**config.mk**
```make
export PLATFORM = sky130hd
export DESIGN_NAME = stopwatch_ctrl
export DESIGN_NICKNAME = d
export VERILOG_FILES = /design/src/rtl/stopwatch_ctrl.sv
export SDC_FILE = /design/constraint.sdc
export NUM_CORES = 1
export LEC_CHECK = 0
export ABC_CLOCK_PERIOD_IN_PS = 2500
export CAP_MARGIN = 20
export CORE_MARGIN = 3
export CORE_UTILIZATION = 50
export CTS_CLUSTER_SIZE = 24
export DETAILED_ROUTE_END_ITERATION = 10
export PLACE_DENSITY = 0.8
export SLEW_MARGIN = 20
export SYNTH_ARGS = -nofsm -noshare
export SYNTH_HDL_FRONTEND = slang
export SYNTH_SLANG_ARGS = --single-unit
```
**constraint.sdc**
```tcl
create_clock -name clk -period 2.5 [get_ports clk]
set_input_delay 0.5 -clock clk [delete_from_list [all_inputs] [get_ports clk]]
set_output_delay 0.5 -clock clk [all_outputs]
set_load 0.01 [all_outputs]
```
**src/rtl/stopwatch_ctrl.sv**
```systemverilog
// Stopwatch control FSM and six-digit BCD time accumulator (mm:ss.cc).
// Counts 10 ms ticks from the prescaler, handles start/stop/lap/reset
// commands, and asks the prescaler to clear whenever counting (re)starts.
module stopwatch_ctrl #(
    parameter int MIN_LIMIT = 59
) (
    input  logic        clk,
    input  logic        reset,
    input  logic        tick,
    input  logic        start_stop,
    input  logic        lap_reset,
    output logic [23:0] disp_bcd,
    output logic [1:0]  state,
    output logic        running,
    output logic        timer_clr,
    output logic        overflow
);

    typedef enum logic [1:0] {
        IDLE = 2'd0,
        RUN  = 2'd1,
        LAP  = 2'd2,
        STOP = 2'd3
    } state_t;

    // Minute value at which the count wraps, split into BCD digits.
    localparam logic [3:0] LIM_TENS = 4'(MIN_LIMIT / 10);
    localparam logic [3:0] LIM_ONES = 4'(MIN_LIMIT % 10);

    state_t      r_state;
    logic [23:0] r_live;
    logic [23:0] r_hold;
    logic [23:0] r_disp;
    logic        r_running;
    logic        r_timer_clr;
    logic        r_overflow;

    logic        w_count;
    logic        w_at_max;
    logic        w_wrap;
    logic [23:0] w_live_inc;
    logic [23:0] w_live_cnt;

    // BCD increment of the live count, carrying digit by digit.
    always_comb begin
        // NOTE: every signal gets a default first so no path leaves it unassigned (no latch).
        w_live_inc = r_live;
        w_at_max   = 1'b0;
        if (r_live[3:0] != 4'd9) begin
            w_live_inc[3:0] = r_live[3:0] + 4'd1;
        end else begin
            w_live_inc[3:0] = 4'd0;
            if (r_live[7:4] != 4'd9) begin
                w_live_inc[7:4] = r_live[7:4] + 4'd1;
            end else begin
                w_live_inc[7:4] = 4'd0;
                if (r_live[11:8] != 4'd9) begin
                    w_live_inc[11:8] = r_live[11:8] + 4'd1;
                end else begin
                    w_live_inc[11:8] = 4'd0;
                    if (r_live[15:12] != 4'd5) begin
                        w_live_inc[15:12] = r_live[15:12] + 4'd1;
                    end else begin
                        w_live_inc[15:12] = 4'd0;
                        if (r_live[23:16] == {LIM_TENS, LIM_ONES}) begin
                            w_live_inc[23:16] = 8'd0;
                            w_at_max          = 1'b1;
                        end else if (r_live[19:16] != 4'd9) begin
                            w_live_inc[19:16] = r_live[19:16] + 4'd1;
                        end else begin
                            w_live_inc[19:16] = 4'd0;
                            w_live_inc[23:20] = r_live[23:20] + 4'd1;
                        end
                    end
                end
            end
        end
    end

    // Tick qualification: only RUN and LAP accumulate time.
    always_comb begin
        w_count    = tick && ((r_state == RUN) || (r_state == LAP));
        w_wrap     = w_count && w_at_max;
        w_live_cnt = w_count ? w_live_inc : r_live;
    end

    // Control FSM with registered count, lap latch and outputs.
    always_ff @(posedge clk) begin
        if (reset) begin
            r_state     <= IDLE;
            r_live      <= 24'd0;
            r_hold      <= 24'd0;
            r_disp      <= 24'd0;
            r_running   <= 1'b0;
            r_timer_clr <= 1'b0;
            r_overflow  <= 1'b0;
        end else begin
            // NOTE: non-blocking assignments so all registers update from the same pre-edge values.
            r_live      <= w_live_cnt;
            r_overflow  <= w_wrap;
            r_timer_clr <= 1'b0;
            case (r_state)
                IDLE: begin
                    r_disp <= r_live;
                    if (start_stop) begin
                        r_state     <= RUN;
                        r_running   <= 1'b1;
                        r_timer_clr <= 1'b1;
                    end
                end
                RUN: begin
                    r_disp <= w_live_cnt;
                    if (start_stop) begin
                        r_state   <= STOP;
                        r_running <= 1'b0;
                    end else if (lap_reset) begin
                        r_state <= LAP;
                        r_hold  <= w_live_cnt;
                    end
                end
                LAP: begin
                    r_disp <= r_hold;
                    if (start_stop) begin
                        r_state   <= STOP;
                        r_running <= 1'b0;
                        r_disp    <= w_live_cnt;
                    end else if (lap_reset) begin
                        r_hold <= w_live_cnt;
                        r_disp <= w_live_cnt;
                    end
                end
                STOP: begin
                    r_disp <= r_live;
                    if (start_stop) begin
                        r_state     <= RUN;
                        r_running   <= 1'b1;
                        r_timer_clr <= 1'b1;
                    end else if (lap_reset) begin
                        r_state <= IDLE;
                        r_live  <= 24'd0;
                        r_hold  <= 24'd0;
                        r_disp  <= 24'd0;
                    end
                end
                default: begin
                    r_state   <= IDLE;
                    r_running <= 1'b0;
                    r_disp    <= 24'd0;
                end
            endcase
        end
    end

    assign disp_bcd  = r_disp;
    assign state     = r_state;
    assign running   = r_running;
    assign timer_clr = r_timer_clr;
    assign overflow  = r_overflow;

endmodule

```
# After elaboration in Yosys (flattened, before gate mapping)
# Index checks and enable logic that the tools add are counted.
[totals]
reg_bits = 77
inputBits = 5
out_inout_bits = 29
wordCells = 83
[classes]
add_sub_neg = 6
eq_ne = 18
mux = 40
bitwise_logic = 1
reduce_logical = 11
[ops]
columns = ["op", "count"]
rows = [
  ["2-to-1 mux 24 bit", 11],
  ["case mux 24 bit (4 select lines)", 1],
  ["case mux 24 bit (2 select lines)", 1],
  ["adder 4 x 1 -> 4 bit (second input constant)", 6],
  ["2-to-1 mux 4 bit", 6],
  ["2-to-1 mux 20 bit", 1],
  ["2-to-1 mux 16 bit", 1],
  ["2-to-1 mux 8 bit", 2],
  ["inequality test 4 bit (second input constant)", 4],
  ["2-to-1 mux 12 bit", 1],
  ["2-to-1 mux 2 bit", 6],
  ["inequality test 2 bit (second input constant)", 5],
  ["== test 8 x 7 -> 1 bit (second input constant)", 1],
  ["2-to-1 mux 1 bit", 8],
  ["case mux 2 bit (4 select lines)", 1],
  ["AND reduction 4 bit", 2],
  ["inequality test 3 bit (second input constant)", 2],
  ["OR reduction 2 bit", 3],
  ["== test 2 bit (second input constant)", 2],
  ["inequality test 2 x 1 -> 1 bit (second input constant)", 2],
  ["inequality test 4 x 3 -> 1 bit (second input constant)", 1],
  ["== test 2 x 1 -> 1 bit (second input constant)", 1],
  ["logical AND 1 bit", 2],
  ["logical NOT 2 bit", 1],
  ["5 further kinds", 5],
]

# Depth between registers and ports, before layout
# Gate-level depths: netlist of run 1.
[depth]
depth_word = 11
ltp_mapped = 9
mapped_depth_nobuf = 7

# Least setup slack after synthesis of run 1
# Ideal clock, no wire load.
[synth_timing]
path_type = "register to register"
startpoint = "register r_state[0] (netlist: state[0])"
endpoint = "register r_disp[8] (netlist: disp_bcd[8])"
t_arrival_ns = 2.083
path_slack_ns = 0.295
stages_incl_launch_ff = 10
path_buffers = 2
period_less_slack_ns = 2.205
cell_sequence = "dfxtp_1 inv_1 ha_1 buf_4 and3_1 buf_4 nand3_1 mux2i_1 a21oi_1 o311a_1"
[synth_via]
elab_chain_cells = 7
word_cells_on_any_way = 10
[synth_lines]
columns = ["item", "line_no", "source"]
rows = [
  ["start: declaration", "30", "state_t r_state;"],
  ["start signal: assignment", "90", "r_state <= IDLE;"],
  ["start signal: assignment", "106", "r_state <= RUN;"],
  ["start signal: assignment", "114", "r_state <= STOP;"],
  ["== test 2 x 1 -> 1 bit / == test 2 bit (equally long branches)", "82, 102", ""],
  ["logical OR 1 bit", "82", "w_count = tick && ((r_state == RUN) || (r_state == LAP));"],
  ["logical AND 1 bit", "82", ""],
  ["2-to-1 mux 24 bit", "84", "w_live_cnt = w_count ? w_live_inc : r_live;"],
  ["2-to-1 mux 24 bit", "-", ""],
  ["2-to-1 mux 24 bit", "123", "if (start_stop) begin"],
  ["case mux 24 bit (4 select lines) (*)", "102", "case (r_state)"],
  ["end signal: assignment", "104", "r_disp <= r_live;"],
  ["end signal: assignment", "122", "r_disp <= r_hold;"],
  ["end signal: assignment", "126", "r_disp <= w_live_cnt;"],
  ["end: declaration", "33", "logic [23:0] r_disp;"],
]
# Every way passes the cells marked *; elsewhere a longest branch is shown, timed or not.
# A chain may end at the register's enable or synchronous reset.

# Final worst setup path of run 1
[layout_timing]
startpoint = "register r_state[0] (netlist: state[0])"
endpoint = "register r_disp[16] (netlist: disp_bcd[16])"
# The elaborated chain is that of the path after synthesis.

==> impl_metrics.yaml, run 1 <==
run_status:
  status: "completed"
layout:
  final_nets: 514
  postLayoutCoreUtil_pct: 63.6
  layout.cells.non_filler: 601
  drive_gt1_share_pct: 12.7
  layout_commonest_cell: "dfxtp_1"
  final_cell_mix: "dfxtp_1, nor2_1, o21ai_0"
  area_growth_pct: 22.2
  n_antenna_cell: 0
sta:
  fmax_mhz: 427
  period_share_pct: 93.7
  worst_pin_slew_ns: 0.634
  tns_ns: 0
  setup_viol: 0
  fin_worst_skew_ns: 0.00914
  hold_viol: 0
  final_max_slew_viol_count: 0
  rsz0062_at_grt: "no"
  timing.slew.headroom_pct: 57.7
  setup_ws_ns: 0.156
  min_period_ns: 2.34
clocking:
  clock_latency_ns: 0.35
  clock_sinks: 77
  cts_buffers: 9
  cts_max_level: 3
  clock_path_buffers: 2
  cts-root-buf: "clkbuf_8"
  clk_pin_slew_ns: 0.08
  cts_tree: "done"
worst_setup_path:
  crit_chain: "inv_1 > ha_1 > and3_2 > nand4_4 > o21a_1 > a211o_1 > a32o_1"
  rr_endpoint: "disp_bcd[16]$_SDFF_PP0_"
  cp.required_ns: 2.74
  critical-path-top-delay-family: "compound AO/OA/AOI/OAI gates"
  max_stage_delay_ns: 0.42
  crit_fanout: 15
  crit_slowest_cell: "dfxtp_1"
  cp-start-kind: "register"
  r2r_cells: 7
  critPathKind: "register to register"
  r2r_setup_slack_ns: 0.16
  r2r-start: "state[0]$_SDFFE_PP0P_"
  cp-end-kind: "register"
  arrival_ns: 2.59
  crit_buf_inv: 1
synthesis:
  async_flop_share_pct: 0
  ys_types: 59
  synth_fa_ha_area_share_pct: 3.96
  synth_compound_area_share_pct: 25.7
  synth_top_flop_cell: "dfxtp_1"
  yosys.area_share.xor_xnor_pct: 0.923
  synth_mux_area_share_pct: 2.70
  ys_seq_area_share_pct: 40.6
  syn_nets: 465
  synthCells: 448
  synth_simple_gate_area_share_pct: 21.2
  synth_area_um2: 3790
  synth_edf_count: 0
  yosysWarnings: 0
  syn_avg_cell_area_um2: 8.47
  synth_top_family_by_area: "compound AO/OA/AOI/OAI gates"
  synth-seq-cells: 77
worst_hold_path:
  worst_hold_path_type: "register to register"
  holdPathStages: 2
  hp-start: "r_hold[20]$_SDFFE_PP0P_"
  hold_end: "r_hold[20]$_SDFFE_PP0P_"
place:
  place_hpwl_um: 7250
  pre_cts_slack_ns: -0.0109
  gp_congestion: 0.927
  dp.cells: 583
  io_buffers: 33
routing:
  wl_per_cell_um: 17.8
  viasPerCell: 6.11
  wl_met1_um: 4620
  maxUsedRoutingLayer: "met4"
  via_count: 3671
  wl_met3_um: 723
  drt_first_pass_iters: 6
  detail-route-antenna-nets: 0
  wl_met2_um: 5030
  totalWireLength_um: 10700
  drc: 0
  drtIter0Drc: 307
grt:
  grt_usage_pct: 25.1
  first_global_vias: 3516
  grt_pass1_wl_um: 17300
  gr-total-overflow: 0
  antenna_found_initial: 0
  grt_max_degree: 25
die:
  die_area_um2: 8670
  initial_utilization_pct: 52.0
  pin_count: 34
  fp.dieW_um: 93.1
  core_area_um2: 7290
  rows: 31
  die_h_um: 93.1
power:
  p_per_area_nw_per_um2: 569
  vdd_drop_max_mv: 0.292
  p_leak_nw: 1.73
job:
  cap_violations: 0
==> tightest hold or removal path: cells and delay by family, from the launching register on <==
family,cells,cell delay (ns)
flops,1,0.32
simple gates,1,0.05
compound gates,1,0.05
==> per-layer routing <==
layer / vias to the layer above / GRT usage [%]
met1: 1747 / 31.8
met2: 171 / 41.2
met4: 0 / 10.7
met5: - / 0
met3: 35 / 5.23
li1: 1718 / -
==> cells by family after synthesis <==
| family | after synthesis |
|---|---|
| multiplexers | 10 |
| AND/OR/NAND/NOR | 158 |
| XOR/XNOR | 4 |
| buffers and inverters | 42 |
| flip-flops | 77 |
| adder cells (fa/ha/maj) | 12 |
| AO/OA/AOI/OAI | 145 |
==> repair_timing <==
action / in CTS / in global routing
buffers inserted: 0 / 2
endpoints found under the hold margin: 0 / 0
endpoints found under the setup margin: 0 / 17
resized for setup: 0 / 4
hold buffers: 0 / 0
==> power by group <==
| group | switching (mW) | internal, mW |
|---|---|---|
| clock | 0.465 | 0.617 |
| combinational | 0.182 | 0.119 |
| sequential | 0.0119 | 1.24 |
==> how the worst max path moves through the flow <==
| stage | start | end | slack, ns | cells past startpoint |
|---|---|---|---|---|
| CTS | state[0]$_SDFFE_PP0P_ | disp_bcd[15]$_SDFF_PP0_ | 0.11 | 7 |
| floorplan | state[0]$_SDFFE_PP0P_ | disp_bcd[8]$_SDFF_PP0_ | 0.30 | 9 |
| finish | state[0]$_SDFFE_PP0P_ | disp_bcd[16]$_SDFF_PP0_ | 0.16 | 7 |
| detailed placement | tick | disp_bcd[15]$_SDFF_PP0_ | -0.01 | 6 |
| global placement | tick | disp_bcd[21]$_SDFF_PP0_ | 0.06 | 7 |
| global route | state[0]$_SDFFE_PP0P_ | disp_bcd[16]$_SDFF_PP0_ | 0.02 | 7 |
==> Yosys cell counts, types with 4 or more instances <==
| cell type | number | area (um^2) |
|---|---|---|
| and3b_1 | 4 | 35.0 |
| nand3_1 | 12 | 60.1 |
| nor3b_1 | 4 | 30.0 |
| a21oi_1 | 31 | 155 |
| and2_1 | 4 | 25.0 |
| buf_4 | 4 | 30.0 |
| a22oi_1 | 10 | 75.1 |
| o21ai_0 | 36 | 180 |
| nand4_1 | 4 | 25.0 |
| a31oi_1 | 6 | 37.5 |
| ha_1 | 12 | 150 |
| mux2i_1 | 8 | 80.1 |
| nor2_1 | 65 | 244 |
| a2bb2oi_1 | 8 | 70.1 |
| o21a_1 | 5 | 37.5 |
| a21o_1 | 4 | 30.0 |
| a22o_1 | 7 | 61.3 |
| nor2b_1 | 8 | 50.1 |
| nand2b_1 | 7 | 43.8 |
| nand2_1 | 28 | 105 |
| clkbuf_1 | 20 | 75.1 |
| nor4_1 | 7 | 43.8 |
| dfxtp_1 | 77 | 1540 |
| xnor2_1 | 4 | 35.0 |
| inv_1 | 13 | 48.8 |
==> flip-flops by register name (all words and copies together), names as in the netlist <==
name and cells:
disp_bcd 24, timer_clr 1, r_hold 24, running 1, r_live 24, overflow 1, state 2
==> per-stage QoR <==
step | hold slack (ns) | total power, mW | instance area [um^2]
global placement | 0.446 | 1.57 | 4370
finish | 0.461 | 2.64 | 4640
CTS | 0.462 | 2.64 | 4600
global route | 0.501 | 2.72 | 4640
floorplan | 0.436 | 1.44 | 3790
detailed placement | 0.450 | 1.58 | 4370
==> final cells by class <==
cell class / instances / area (um^2)
fillers: 638 / 2660
multi-input cells: 329 / 2090
flip-flops and latches: 77 / 1540
repair buffers: 67 / 598
clock buffers: 11 / 151
well taps: 99 / 124
clock inverters: 5 / 82.6
inverters: 13 / 48.8
Power figures use the tool's default switching activity.
==> run 2, diff against run 1 <==
--- a/config.mk
+++ b/config.mk
@@ -8,10 +8,10 @@
 export ABC_CLOCK_PERIOD_IN_PS = 2500
 export CAP_MARGIN = 20
 export CORE_MARGIN = 3
-export CORE_UTILIZATION = 50
+export CORE_UTILIZATION = 30
 export CTS_CLUSTER_SIZE = 24
 export DETAILED_ROUTE_END_ITERATION = 10
-export PLACE_DENSITY = 0.8
+export PLACE_DENSITY = 0.56
 export SLEW_MARGIN = 20
 export SYNTH_ARGS = -nofsm -noshare
 export SYNTH_HDL_FRONTEND = slang
==> impl_metrics.yaml, run 2 (synthesized netlist as in run 1, its figures left out) <==
place:
  place_hpwl_um: 8310
  gp_congestion: 0.916
  io_buffers: 33
die:
  pin_count: 34
  die_area_um2: 14000
  fp.dieW_um: 118
  core_area_um2: 12200
  initial_utilization_pct: 31.2
  die_h_um: 118
  rows: 40
sta:
  worst_pin_slew_ns: 0.598
  tns_ns: 0
  min_period_ns: 2.29
  period_share_pct: 91.7
  rsz0062_at_grt: "no"
  setup_viol: 0
  fmax_mhz: 436
  holdWs_ns: 0.462
  fin_worst_skew_ns: 0.0113
  hold_viol: 0
  final_max_slew_viol_count: 0
  timing.slew.headroom_pct: 60.1
clocking:
  post_cts.repair.setup_buffers: 0
  cts_tree: "done"
  clock_latency_ns: 0.35
  cts_buffers: 9
  clock_sinks: 77
  cts-root-buf: "clkbuf_16"
  cts_hold_buf: 0
  cts_max_level: 3
  ctsResizeCount: 0
  clk_pin_slew_ns: 0.06
  clock_path_buffers: 2
worst_setup_path:
  arrival_ns: 2.57
  cp.required_ns: 2.77
  r2r-start: "state[0]$_SDFFE_PP0P_"
  r2r_setup_slack_ns: 0.21
  crit_fanout: 13
  rr_endpoint: "r_hold[20]$_SDFFE_PP0P_"
  critPathKind: "register to register"
  cp-end-kind: "register"
  r2r_cells: 8
  cp-start-kind: "register"
routing:
  wl_met1_um: 5170
  drtIter0Drc: 210
  drt_first_pass_iters: 5
  via_count: 3549
  detail-route-antenna-nets: 0
  drc: 0
  wl_met2_um: 5470
  wl_per_cell_um: 17.0
  totalWireLength_um: 11600
  maxUsedRoutingLayer: "met4"
  wl_met3_um: 612
  viasPerCell: 5.20
layout:
  final_nets: 526
  final_cell_mix: "dfxtp_1, nor2_1, buf_4"
  postLayoutCoreUtil_pct: 39.7
  layout_commonest_cell: "dfxtp_1"
  drive_gt1_share_pct: 14.0
  n_antenna_cell: 0
  area_growth_pct: 27.2
grt:
  first_global_vias: 3522
  antenna_found_initial: 0
  gr-total-overflow: 0
  grt_usage_pct: 16.5
  grt_max_degree: 18
  grt_pass1_wl_um: 18400
power:
  p_per_area_nw_per_um2: 575
  p_leak_nw: 1.80
  vdd_drop_max_mv: 0.227
  total_power_mw: 2.77
run_status:
  status: "completed"
worst_hold_path:
  holdPathStages: 2
  worst_hold_path_type: "register to register"
  hp-start: "r_hold[19]$_SDFFE_PP0P_"
  hold_end: "r_hold[19]$_SDFFE_PP0P_"
job:
  cap_violations: 0
[run 2: changes by cell type in the layout (fill, tap and decap cells not counted)]
cell and change:
clkinvlp_4 +1, o2bb2ai_1 +1, clkbuf_8 -11, clkbuf_16 +9, and3_1 +1, bufinv_16 -2
buf_4 +12, clkinv_2 +2, nor4_4 -1, o2bb2ai_2 -1, and3_2 -1, nor4_1 +1
clkbuf_1 +1
[run 2: final cells by class]
cell class | instances | area (um^2)
Inverter | 13 | 48.8
Sequential cell | 77 | 1540
Clock buffer | 10 | 229
Fill cell | 1232 | 7340
Multi-Input combinational cell | 329 | 2070
Tap cell | 168 | 210
Clock inverter | 6 | 40.0
Timing Repair Buffer | 79 | 688
[run 2: worst max path at each step]
stage,cells past startpoint,end,from
global placement,7,r_hold[20]$_SDFFE_PP0P_,tick
detailed placement,7,r_hold[20]$_SDFFE_PP0P_,tick
floorplan,9,disp_bcd[8]$_SDFF_PP0_,state[0]$_SDFFE_PP0P_
global route,8,r_hold[20]$_SDFFE_PP0P_,state[0]$_SDFFE_PP0P_
CTS,8,r_hold[20]$_SDFFE_PP0P_,state[0]$_SDFFE_PP0P_
finish,8,r_hold[20]$_SDFFE_PP0P_,state[0]$_SDFFE_PP0P_
[run 2: critical path, stage by stage (launching register included)]
cell	delay, ns
dfxtp_1	0.41
inv_1	0.11
ha_1	0.31
and3_1	0.22
buf_4	0.20
nand4_1	0.23
nor4_2	0.44
o21ai_0	0.16
a21oi_1	0.14
[run 2: metal layers]
| metal | vias up | global-route usage, % |
|---|---|---|
| met5 | - | 0 |
| met4 | 0 | 7.89 |
| met3 | 31 | 3.30 |
| met2 | 103 | 27.2 |
| met1 | 1671 | 20.7 |
| li1 | 1744 | - |
[run 2: power by group]
part / switching (mW) / internal (mW) / total (mW) / leakage, nW
registers: 0.0122 / 1.25 / 1.26 / 0.622
logic: 0.190 / 0.132 / 0.322 / 1.05
clock network: 0.526 / 0.668 / 1.19 / 0.120
total: 0.728 / 2.05 / 2.77 / 1.80
[run 2: per-stage QoR]
| step | worst slack (ns) | area, um^2 | instances |
|---|---|---|---|
| after global routing | 0.0376 | 4830 | 682 |
| after CTS | 0.212 | 4830 | 682 |
| after detailed placement | 0.0604 | 4560 | 666 |
| final | 0.207 | 4830 | 682 |
| after floorplan | 0.295 | 3790 | 448 |
| after global placement | 0.0593 | 4560 | 666 |
